File: config.mk
export PLATFORM = sky130hd
export DESIGN_NAME = decode_stage
export DESIGN_NICKNAME = d
export VERILOG_FILES = /design/src/rtl/decode_pkg.sv /design/src/rtl/decode_scoreboard.sv /design/src/rtl/decode_stage.sv
export SDC_FILE = /design/constraint.sdc
export NUM_CORES = 1
export LEC_CHECK = 0
export ABC_AREA = 1
export BUFFER_PORTS_ARGS = -buffer_cell sky130_fd_sc_hd__buf_4
export CORE_UTILIZATION = 45
export CTS_CLUSTER_DIAMETER = 40
export DETAILED_ROUTE_END_ITERATION = 8
export GPL_TIMING_DRIVEN = 0
export MAX_ROUTING_LAYER = met4
export PLACE_DENSITY = 0.82
export SYNTH_ARGS = -nofsm -noshare
export SYNTH_HDL_FRONTEND = slang
export SYNTH_HIERARCHICAL = 1
export SYNTH_SLANG_ARGS = --single-unit
File: constraint.sdc
create_clock -name clk -period 7.72 [get_ports clk]
set_input_delay 1.158 -clock clk [delete_from_list [all_inputs] [get_ports clk]]
set_output_delay 1.158 -clock clk [all_outputs]
set_load 0.1 [all_outputs]
File: src/rtl/decode_pkg.sv
// Shared types and constants for the instruction decode stage.
package decode_pkg;

  localparam int NUM_REGS = 32;
  localparam int REG_AW   = 5;
  localparam int DATA_W   = 32;

  localparam logic [5:0] OP_RTYPE = 6'd0;

  typedef struct packed {
    logic [5:0] op;
    logic [4:0] rs;
    logic [4:0] rt;
    logic [4:0] rd;
    logic [4:0] shamt;
    logic [5:0] funct;
  } instr_t;

  typedef struct packed {
    logic [DATA_W-1:0] a;
    logic [DATA_W-1:0] b;
    logic [DATA_W-1:0] imm;
    logic [5:0]        op;
    logic [5:0]        funct;
    logic              we;
    logic [REG_AW-1:0] wa;
  } idex_t;

  // The immediate occupies rd/shamt/funct, i.e. the low 16 instruction bits.
  function automatic logic [DATA_W-1:0] sext_imm(input instr_t ins);
    return {{16{ins.rd[4]}}, ins.rd, ins.shamt, ins.funct};
  endfunction

endpackage

File: src/rtl/decode_scoreboard.sv
// Register busy-bit scoreboard: set on issue, cleared on writeback, set wins.
module decode_scoreboard
  import decode_pkg::*;
(
  input  logic              clk,
  input  logic              reset,
  input  logic              set_en_i,
  input  logic [REG_AW-1:0] set_addr_i,
  input  logic              clr_en_i,
  input  logic [REG_AW-1:0] clr_addr_i,
  input  logic [REG_AW-1:0] src1_addr_i,
  input  logic [REG_AW-1:0] src2_addr_i,
  output logic              src1_busy_o,
  output logic              src2_busy_o
);

  logic [NUM_REGS-1:0] busy_q;
  logic [NUM_REGS-1:0] busy_d;

  always_comb begin
    busy_d = busy_q;
    if (clr_en_i && (clr_addr_i != '0)) busy_d[clr_addr_i] = 1'b0;
    if (set_en_i && (set_addr_i != '0)) busy_d[set_addr_i] = 1'b1;
    busy_d[0] = 1'b0;
  end

  always_ff @(posedge clk or posedge reset) begin
    if (reset) busy_q <= '0;
    else       busy_q <= busy_d;
  end

  assign src1_busy_o = busy_q[src1_addr_i];
  assign src2_busy_o = busy_q[src2_addr_i];

endmodule

File: src/rtl/decode_stage.sv
// Instruction decode stage with operand read, hazard stall and ID/EX register.
// Build option: define DECODE_BYPASS_EN for same-cycle writeback bypass.
module decode_stage
  import decode_pkg::*;
(
  input  logic              clk,
  input  logic              reset,
  input  logic              in_valid,
  input  logic [31:0]       in_instr,
  output logic              in_ready,
  output logic [REG_AW-1:0] ra1,
  output logic [REG_AW-1:0] ra2,
  input  logic [DATA_W-1:0] rd1,
  input  logic [DATA_W-1:0] rd2,
  input  logic              wb_we,
  input  logic [REG_AW-1:0] wb_wa,
  input  logic [DATA_W-1:0] wb_wd,
  output logic              ex_valid,
  input  logic              ex_ready,
  output logic [DATA_W-1:0] ex_a,
  output logic [DATA_W-1:0] ex_b,
  output logic [DATA_W-1:0] ex_imm,
  output logic [5:0]        ex_op,
  output logic [5:0]        ex_funct,
  output logic              ex_we,
  output logic [REG_AW-1:0] ex_wa
);

  instr_t            ins;
  logic              is_rtype;
  logic [REG_AW-1:0] dest;
  logic              dest_we;
  logic              wb_hit;
  logic              byp_a;
  logic              byp_b;
  logic              src1_busy;
  logic              src2_busy;
  logic              hazard;
  logic              issue;

  logic  ex_valid_q, ex_valid_d;
  idex_t ex_q, ex_d;

  assign ins      = instr_t'(in_instr);
  assign ra1      = ins.rs;
  assign ra2      = ins.rt;
  assign is_rtype = (ins.op == OP_RTYPE);
  assign dest     = is_rtype ? ins.rd : ins.rt;
  assign dest_we  = (dest != '0);
  assign wb_hit   = wb_we && (wb_wa != '0);

`ifdef DECODE_BYPASS_EN
  assign byp_a = wb_hit && (wb_wa == ins.rs);
  assign byp_b = wb_hit && is_rtype && (wb_wa == ins.rt);
`else
  assign byp_a = 1'b0;
  assign byp_b = 1'b0;
`endif

  decode_scoreboard u_sb (
    .clk         (clk),
    .reset       (reset),
    .set_en_i    (issue && dest_we),
    .set_addr_i  (dest),
    .clr_en_i    (wb_hit),
    .clr_addr_i  (wb_wa),
    .src1_addr_i (ins.rs),
    .src2_addr_i (ins.rt),
    .src1_busy_o (src1_busy),
    .src2_busy_o (src2_busy)
  );

  // rt is only a source for R-type; other ops carry it as the destination.
  assign hazard   = (src1_busy && !byp_a) || (is_rtype && src2_busy && !byp_b);
  assign in_ready = !hazard && (!ex_valid_q || ex_ready);
  assign issue    = in_valid && in_ready;

  always_comb begin
    ex_valid_d = ex_valid_q;
    ex_d       = ex_q;
    if (issue) begin
      ex_valid_d = 1'b1;
      ex_d.a     = byp_a ? wb_wd : rd1;
      ex_d.b     = byp_b ? wb_wd : rd2;
      ex_d.imm   = sext_imm(ins);
      ex_d.op    = ins.op;
      ex_d.funct = ins.funct;
      ex_d.we    = dest_we;
      ex_d.wa    = dest;
    end else if (ex_ready) begin
      ex_valid_d = 1'b0;
    end
  end

  // ID/EX register
  always_ff @(posedge clk or posedge reset) begin
    if (reset) begin
      ex_valid_q <= 1'b0;
      ex_q       <= '0;
    end else begin
      ex_valid_q <= ex_valid_d;
      ex_q       <= ex_d;
    end
  end

  assign ex_valid = ex_valid_q;
  assign ex_a     = ex_q.a;
  assign ex_b     = ex_q.b;
  assign ex_imm   = ex_q.imm;
  assign ex_op    = ex_q.op;
  assign ex_funct = ex_q.funct;
  assign ex_we    = ex_q.we;
  assign ex_wa    = ex_q.wa;

endmodule
# ---- Word level (Yosys, flattened, before mapping)
# Index checks and enable logic that the tools add are counted.
dict set report totals {
  output_inout_bits 126
  elab_cells 48
  inputBits 138
  reg_bits 130
}
dict set report op_classes {
  bitwise 3
  muxes 13
  magnitude_cmp 6
  reduce_logical 17
}
# operator count
set ops {}
lappend ops {{two-way mux 32 bit} 2}
lappend ops {{bitwise AND 32 bit} 1}
lappend ops {{inverter 32 bit} 1}
lappend ops {{OR 32 bit} 1}
lappend ops {{< comparator 5 x 6 -> 1 bit, second input constant} 4}
lappend ops {{binary-select mux 1 bit (select 5 bit)} 2}
lappend ops {{demux 1 bit (select 5 bit)} 2}
lappend ops {{greater-or-equal comparator 5 x 1 -> 1 bit, second input constant} 2}
lappend ops {{nonzero test 5 bit} 2}
lappend ops {{logical AND 1 bit} 9}
lappend ops {{logical NOT 6 bit} 1}
lappend ops {{two-way mux 1 bit} 6}
lappend ops {{two-way mux 5 bit} 1}
lappend ops {{logical NOT 1 bit} 2}
lappend ops {{logical OR 1 bit} 2}
lappend ops {{nonzero test 2 bit} 1}

# ---- Longest topological paths before layout
# Gate-level depths: netlist (run 1).
dict set report depth {
  ltp_word 10
  ltp_mapped 20
  ltp_nobuf 17
}

# ---- Cells and area by module
# The synthesis (run 1) kept the hierarchy.
# mod seq_area_each_um2 instances cells_per_inst area_per_inst_um2
set modules_own_cells {}
lappend modules_own_cells {decode_stage 2327.2 1 458 3977.6}
lappend modules_own_cells {decode_scoreboard 775.7 1 301 2023.2}

# ---- Worst setup path after synthesis (run 1)
# Ideal clock, no wire load.
dict set report synth_path {
  kind {input -> output}
  startpoint {input port in_instr[21]}
  endpoint {output port in_ready}
  n_path_buf 2
  arrival_ns 2.865
  path_stages 12
  required_time_ns 6.562
  slack_ns 3.697
  cell_sequence {buf_2 > inv_1 > buf_4 > nand2_1 > nand3_1 > nand3_1 > nand3_1 > nand2_1 > nand2_1 > nand2_1 > nor2_1 > and2_1}
}
dict set report synth_between {
  elab_chain_cells 5
}
# item line_no
set synth_lines {}
lappend synth_lines {{from (decl)} decode_stage.sv:9} ;# input logic [31:0] in_instr,
lappend synth_lines {{binary-select mux 1 bit (select 5 bit)} decode_scoreboard.sv:32} ;# assign src1_busy_o = busy_q[src1_addr_i];
lappend synth_lines {{two-way mux 1 bit (not written as such)} decode_scoreboard.sv:32}
lappend synth_lines {{via src1_busy} decode_stage.sv:36} ;# logic src1_busy;
lappend synth_lines {{logical OR 1 bit} decode_stage.sv:74} ;# assign hazard = (src1_busy && !byp_a) || (is_rtype && src2_busy && !byp_b);
lappend synth_lines {{logical NOT 1 bit} decode_stage.sv:75} ;# assign in_ready = !hazard && (!ex_valid_q || ex_ready);
lappend synth_lines {{logical AND 1 bit} decode_stage.sv:75}
lappend synth_lines {{to (decl)} decode_stage.sv:10} ;# output logic in_ready,
# The timed path passes the listed nets, and every way through them passes these cells. The select of a mux whose other input is x is not followed.

# ---- Final worst setup path (run 1)
dict set report layout_path {
  startpoint {input port in_instr[17]}
  endpoint {output port in_ready}
}
dict set report layout_between {
  elab_chain_cells 6
}
# item line_no
set layout_lines {}
lappend layout_lines {{binary-select mux 1 bit (select 5 bit)} decode_scoreboard.sv:33} ;# assign src2_busy_o = busy_q[src2_addr_i];
lappend layout_lines {{two-way mux 1 bit (not written as such)} decode_scoreboard.sv:33}
lappend layout_lines {{via src2_busy} decode_stage.sv:37} ;# logic src2_busy;
lappend layout_lines {{logical AND 1 bit} decode_stage.sv:74}
lappend layout_lines {{logical OR 1 bit} decode_stage.sv:74}
lappend layout_lines {{logical NOT 1 bit} decode_stage.sv:75}
lappend layout_lines {{logical AND 1 bit} decode_stage.sv:75}
# The timed path passes the listed nets, and every way through them passes these cells. The select of a mux whose other input is x is not followed.

==> results of run 1 <==
## power groups by stage
stage               registers [mW]  clock network [mW]  logic (mW)
global placement             0.912                   0        1.66
finish                       0.912               0.798        1.68
global route                 0.930               0.836        1.74
detailed placement           0.913                   0        1.68
floorplan                     1.69                   0       0.513
CTS                          0.908               0.806        1.68
## area by class of cell
cell class | instances | area [sq um] | area share, %
buffer | 61 | 470 | 5.50
clock buffer | 21 | 450 | 5.26
clock inverter | 10 | 143 | 1.67
inverter | 46 | 175 | 2.05
multi-input combinational | 528 | 2250 | 26.3
sequential | 124 | 3100 | 36.3
tap | 172 | 215 | 2.51
timing repair buffer | 230 | 1750 | 20.4
## per-stage QoR
step	hold WS [ns]	area (sq um)	utilization, %	std cells	total power [mW]
after floorplan	0.474	6000	-	759	2.20
after global placement	0.463	7940	61.9	1160	2.57
after detailed placement	0.466	7970	62.1	1161	2.59
after CTS	0.482	8560	66.7	1192	3.40
after global routing	0.495	8560	66.7	1192	3.51
final	0.480	8560	66.7	1192	3.39
## metal layers
metal / GRT usage, % / wire, microns
met3: 6.01 / 1410
met5: - / 0
met4: 11.9 / 514
met1: 34.1 / 7460
met2: 45.6 / 9010
## final timing paths
kind,end,from,slack (ns)
hold reg to reg,ex_b[1],ex_b[1],0.48
setup / recovery,in_ready,in_instr[17],3.64
setup reg to reg,u_sb/busy_q[18],u_sb/busy_q[21],5.28
max in group asynchronous,u_sb/busy_q[11],reset,5.93
min in group asynchronous,ex_imm[12],reset,0.78
hold / removal,ex_b[1],ex_b[1],0.48
## worst max-delay path, cell delays in order
cell and delay [ns]:
buf_4 0.12, clkbuf_1 0.33, inv_1 0.24, nand3_1 0.14, nand3_1 0.13, nand2_1 0.09, nand2_1 0.05, nand2_1 0.05
nand2_1 0.05, nand2_1 0.05, nand4_1 0.13, and2_1 0.17, buf_4 0.23
## cell usage in the layout (no fill, tap or decap), types with 9 or more instances in the layout
cell	instances
o21ai_0	46
o21ai_1	10
nand2_1	368
buf_4	271
nand3_1	62
dfrtp_1	124
o31ai_1	13
clkbuf_16	17
nor2_1	9
inv_1	43
buf_6	10
## cell families after synthesis
group                  count (synthesis)
and+or+nand+nor                      456
buffers and inverters                107
DFF                                  124
AOI/OAI and AO/OA                     72
## registers in the layout (all words and copies together), names as in the netlist
register,flops
ex_funct,5
ex_op,6
ex_we,1
ex_imm,11
ex_b,32
ex_wa,5
u_sb/busy_q,31
ex_valid,1
ex_a,32
==> flow_summary_export.csv, run 1 <==
group,metric,value,unit
power,ir_drop,0.232,mV
clocking,numCtsBuffers,17,
power,pwr-share-seq,26.9,%
layout,area_growth,42.6,%
logic_synthesis,synthMuxAreaShare,0,%
routing,drt_iter0_markers,561,
logic_synthesis,synth_top_family_by_area,"simple AND/OR/NAND/NOR gates",
place,hpwl,13500,microns
clocking,cts_resized,0,
logic_synthesis,synth_area,6000,sq um
routing,wl,18400,microns
logic_synthesis,synth_cells,759,
worst_setup_path,cp_max_fo,9,
layout,fillCellCount,1046,
layout,num_antenna_cells,0,
place,io_buffers,229,
timing,slew-limit-headroom,22.1,%
logic_synthesis,async_flop_share,100,%
routing,via_count,6052,
clocking,cts_setup_buffers,0,
logic_synthesis,yosysWarnings,6,
clocking,clkSlewWorstSetupHoldPaths,0.06,ns
logic_synthesis,synth_top_cells_by_count,"368 x nand2_1, 124 x dfrtp_1, 62 x nand3_1",
timing,clock_skew,0.00987,ns
timing,fmax,245,MHz
global_route,grt_max_degree,59,
clocking,cts_tree,"built",
logic_synthesis,synth.area.top_cells,"dfrtp_1 52%, nand2_1 23%, buf_4 5.3%",
logic_synthesis,synth_compound_area_share,6.71,%
timing,setup_violations,0,
timing,fin_ws,3.64,ns
logic_synthesis,ys_seq_elements,124,
logic_synthesis,synth.most_common_cell,"nand2_1",
logic_synthesis,synthAdderAreaFrac,0,%
clocking,clockRootBuffer,"clkbuf_16",
floorplan,core_area,12800,sq um
floorplan,fp.dieArea,13800,sq um
power,powerDensity,396,nW/um^2
power,p_leak,4.71,nW
timing,hold_viol,0,
clocking,clk_latency,0.41,ns
worst_setup_path,critPathKind,"input pin to output pin",
routing,dr.pass1.iters,5,
global_route,antenna_found_initial,0,
floorplan,dieHeight,117,microns
timing,fin_tns_setup,0,ns
clocking,ctsHtreeMaxLevel,4,
power,p_comb_share,49.6,%
worst_setup_path,critPathRequiredTime,6.56,ns
layout,nNetsFinal,1146,
clocking,clk_path_buf_depth,2,
logic_synthesis,yosys.area_share.simple,30.9,%
global_route,grt_pass1_wl,29400,microns
logic_synthesis,yosysTopAreaCell,"dfrtp_1",
timing,rsz0062_at_grt,"false",
power,clkPwrFrac,23.5,%
hold_path,worst_hold_path.num_cells,2,
logic_synthesis,synth_top_cell_area_share,51.7,%
clocking,cts.sinks,124,
timing,period_minus_slack,4.08,ns
worst_setup_path,r2r_cells,17,
floorplan,fp.dieW,117,microns
timing,post-route-period-util,52.8,%
global_route,grt_usage,28.1,%
global_route,grt_overflow_total,0,
worst_setup_path,cp-end-kind,"output pin",
routing,drc_errors,0,
global_route,grt_pass1_vias,5640,
timing,worstMarginPinSlew,1.17,ns
worst_setup_path,cp_data_arrival_time,2.92,ns
place,dp_slack,3.71,ns
routing,viasPerCell,5.08,
power,switching_power,1.72,mW
logic_synthesis,syn_nets,897,
floorplan,initial_utilization,46.8,%
logic_synthesis,synth_edf_count,0,
power,internal_power,1.67,mW
logic_synthesis,yosysSeqAreaShare,51.7,%
hold_path,min_path_type,"flip-flop to flip-flop",
timing,slew_violations,0,
job,maxCapViolCount,0,
power,sw_frac_of_total,50.7,%
routing,wire_per_inst,15.4,microns
floorplan,rows,41,
logic_synthesis,synth_cell_types,24,
clocking,hold_buffers,0,
routing,ant_nets,0,
floorplan,io_pins,264,
logic_synthesis,syn_area_per_cell,7.91,sq um
logic_synthesis,synth_flop_cell,"dfrtp_1",
layout,drive_gt1_share,32.5,%
place,gp_congestion,0.897,
outcome,status,"complete, no violations",
logic_synthesis,yosys.area_share.xor_xnor,0,%
worst_setup_path,cp-start-kind,"input pin",
Power figures use the tool's default switching activity.
==> run 2, diff against run 1 <==
- CORE_UTILIZATION: 45 -> 43
- clock period: 7.72 -> 3.5 ns (I/O delays scaled with it)
==> run 2 against run 1 <==
Cell area down 0.58%; die area up 4.6%; clock skew up 0.0078 ns; critical path depth unchanged; power up 120%; first-iteration DRC count down 10%; sequential share of layout area up 0.21 points; setup slack worse by 2.9 ns; critical path type unchanged.
==> flow_summary_export.csv, run 2 (synthesized netlist as in run 1, its figures left out) <==
group,metric,value,unit
timing,post-route-period-util,78.7,%
layout,final_core_util,63.5,%
clocking,clk_latency,0.42,ns
timing,slew-limit-headroom,21.7,%
timing,period_minus_slack,2.75,ns
routing,wl_met2,8600,microns
routing,drc_errors,0,
place,gp_congestion,0.956,
timing,fmax,363,MHz
clocking,clockRootBuffer,"clkbuf_16",
worst_setup_path,cp-start-kind,"input pin",
clocking,cts.sinks,124,
power,ir_drop,0.538,mV
timing,setup_violations,0,
routing,drt_iter0_markers,503,
routing,wl_met1,7190,microns
global_route,antenna_found_initial,0,
layout,design_area,8510,sq um
layout,nNetsFinal,1146,
global_route,grt_pass1_vias,5695,
routing,top_layer_used,"met4",
routing,viasPerCell,5.00,
power,p_leak,4.69,nW
floorplan,dieHeight,120,microns
global_route,grt_usage,26.5,%
job,maxCapViolCount,0,
global_route,grt_max_degree,56,
timing,rsz0062_at_grt,"false",
routing,dr_wl_met3,1650,microns
place,hpwl,13300,microns
timing,clock_skew,0.0177,ns
floorplan,io_pins,264,
clocking,clk_path_buf_depth,2,
layout,finalNonFillerCells,1197,
power,powerDensity,858,nW/um^2
outcome,status,"complete, no violations",
floorplan,core_area,13400,sq um
worst_setup_path,critPathRequiredTime,2.97,ns
worst_setup_path,cp_data_arrival_time,2.23,ns
layout,layout_commonest_cell,"nand2_1",
clocking,ctsHtreeMaxLevel,4,
worst_setup_path,critPathKind,"input pin to output pin",
routing,ant_nets,0,
worst_setup_path,cp_max_fo,9,
layout,num_antenna_cells,0,
routing,wire_per_inst,15.1,microns
layout,drive_gt1_share,32.9,%
floorplan,initial_utilization,44.8,%
routing,dr.pass1.iters,5,
global_route,grt_overflow_total,0,
place,dp.cells,1165,
clocking,cts_resized,0,
worst_setup_path,cp-end-kind,"output pin",
clocking,numCtsBuffers,17,
routing,via_count,5981,
clocking,clkSlewWorstSetupHoldPaths,0.06,ns
global_route,grt_pass1_wl,28500,microns
place,place_area,7970,sq um
timing,hold_viol,0,
floorplan,fp.dieW,120,microns
clocking,cts_tree,"built",
timing,worstMarginPinSlew,1.17,ns
power,finalPower,7.30,mW
layout,area_growth,41.8,%
layout,final_cell_mix,"368 x nand2_1, 271 x buf_4, 124 x dfrtp_1",
floorplan,rows,42,
clocking,hold_buffers,0,
routing,wl,18100,microns
clocking,cts_setup_buffers,0,
place,io_buffers,229,
floorplan,fp.dieArea,14400,sq um
timing,slew_violations,0,
hold_path,min_path_type,"input pin to asynchronous set/reset pin",
[run 2: worst paths after layout]
path	start	to	slack, ns	cells after the start
setup / recovery	in_instr[17]	in_ready	0.75	13
min in group clk	ex_ready	ex_valid	0.27	2
setup reg to reg	u_sb/busy_q[12]	u_sb/busy_q[16]	1.04	17
hold reg to reg	ex_a[9]	ex_a[9]	0.48	2
hold / removal	reset	ex_imm[13]	0.16	2
max in group asynchronous	reset	u_sb/busy_q[28]	2.35	2
[run 2: stage by stage]
stage / setup TNS [ns] / hold slack, ns / worst slack (ns)
finish: 0 / 0.162 / 0.747
global route: 0 / 0.197 / 0.557
CTS: 0 / 0.176 / 0.763
detailed placement: 0 / 0.466 / 0.475
global placement: -48.56 / 0.463 / -0.530
floorplan: 0 / 0.474 / 0.555
[run 2: power by group]
group | switching (mW) | internal, mW
combinational | 2.91 | 0.788
clock | 0.683 | 0.913
sequential | 0.244 | 1.77
total | 3.83 | 3.47
[run 2: critical path, stage by stage]
cell	delay [ns]
buf_4	0.10
clkbuf_1	0.31
inv_1	0.23
nand3_1	0.14
nand3_1	0.07
nand2_1	0.07
nand2_1	0.06
nand2_1	0.06
nand2_1	0.05
nand2_1	0.06
nand4_1	0.14
and2_1	0.18
buf_4	0.23
[run 2: layout make-up]
cell class	count	area, sq um
tap	176	220
clock buffer	17	425
inverter	46	175
fill	1123	4890
sequential	124	3100
clock inverter	15	113
buffer	61	470
timing repair buffer	230	1750
multi-input combinational	528	2250
[run 2: metal layers]
layer	vias to the layer above	GRT usage (%)
met5	-	-
met4	0	12.3
met3	46	7.27
met2	321	40.8
met1	2750	32.3
li1	2864	-
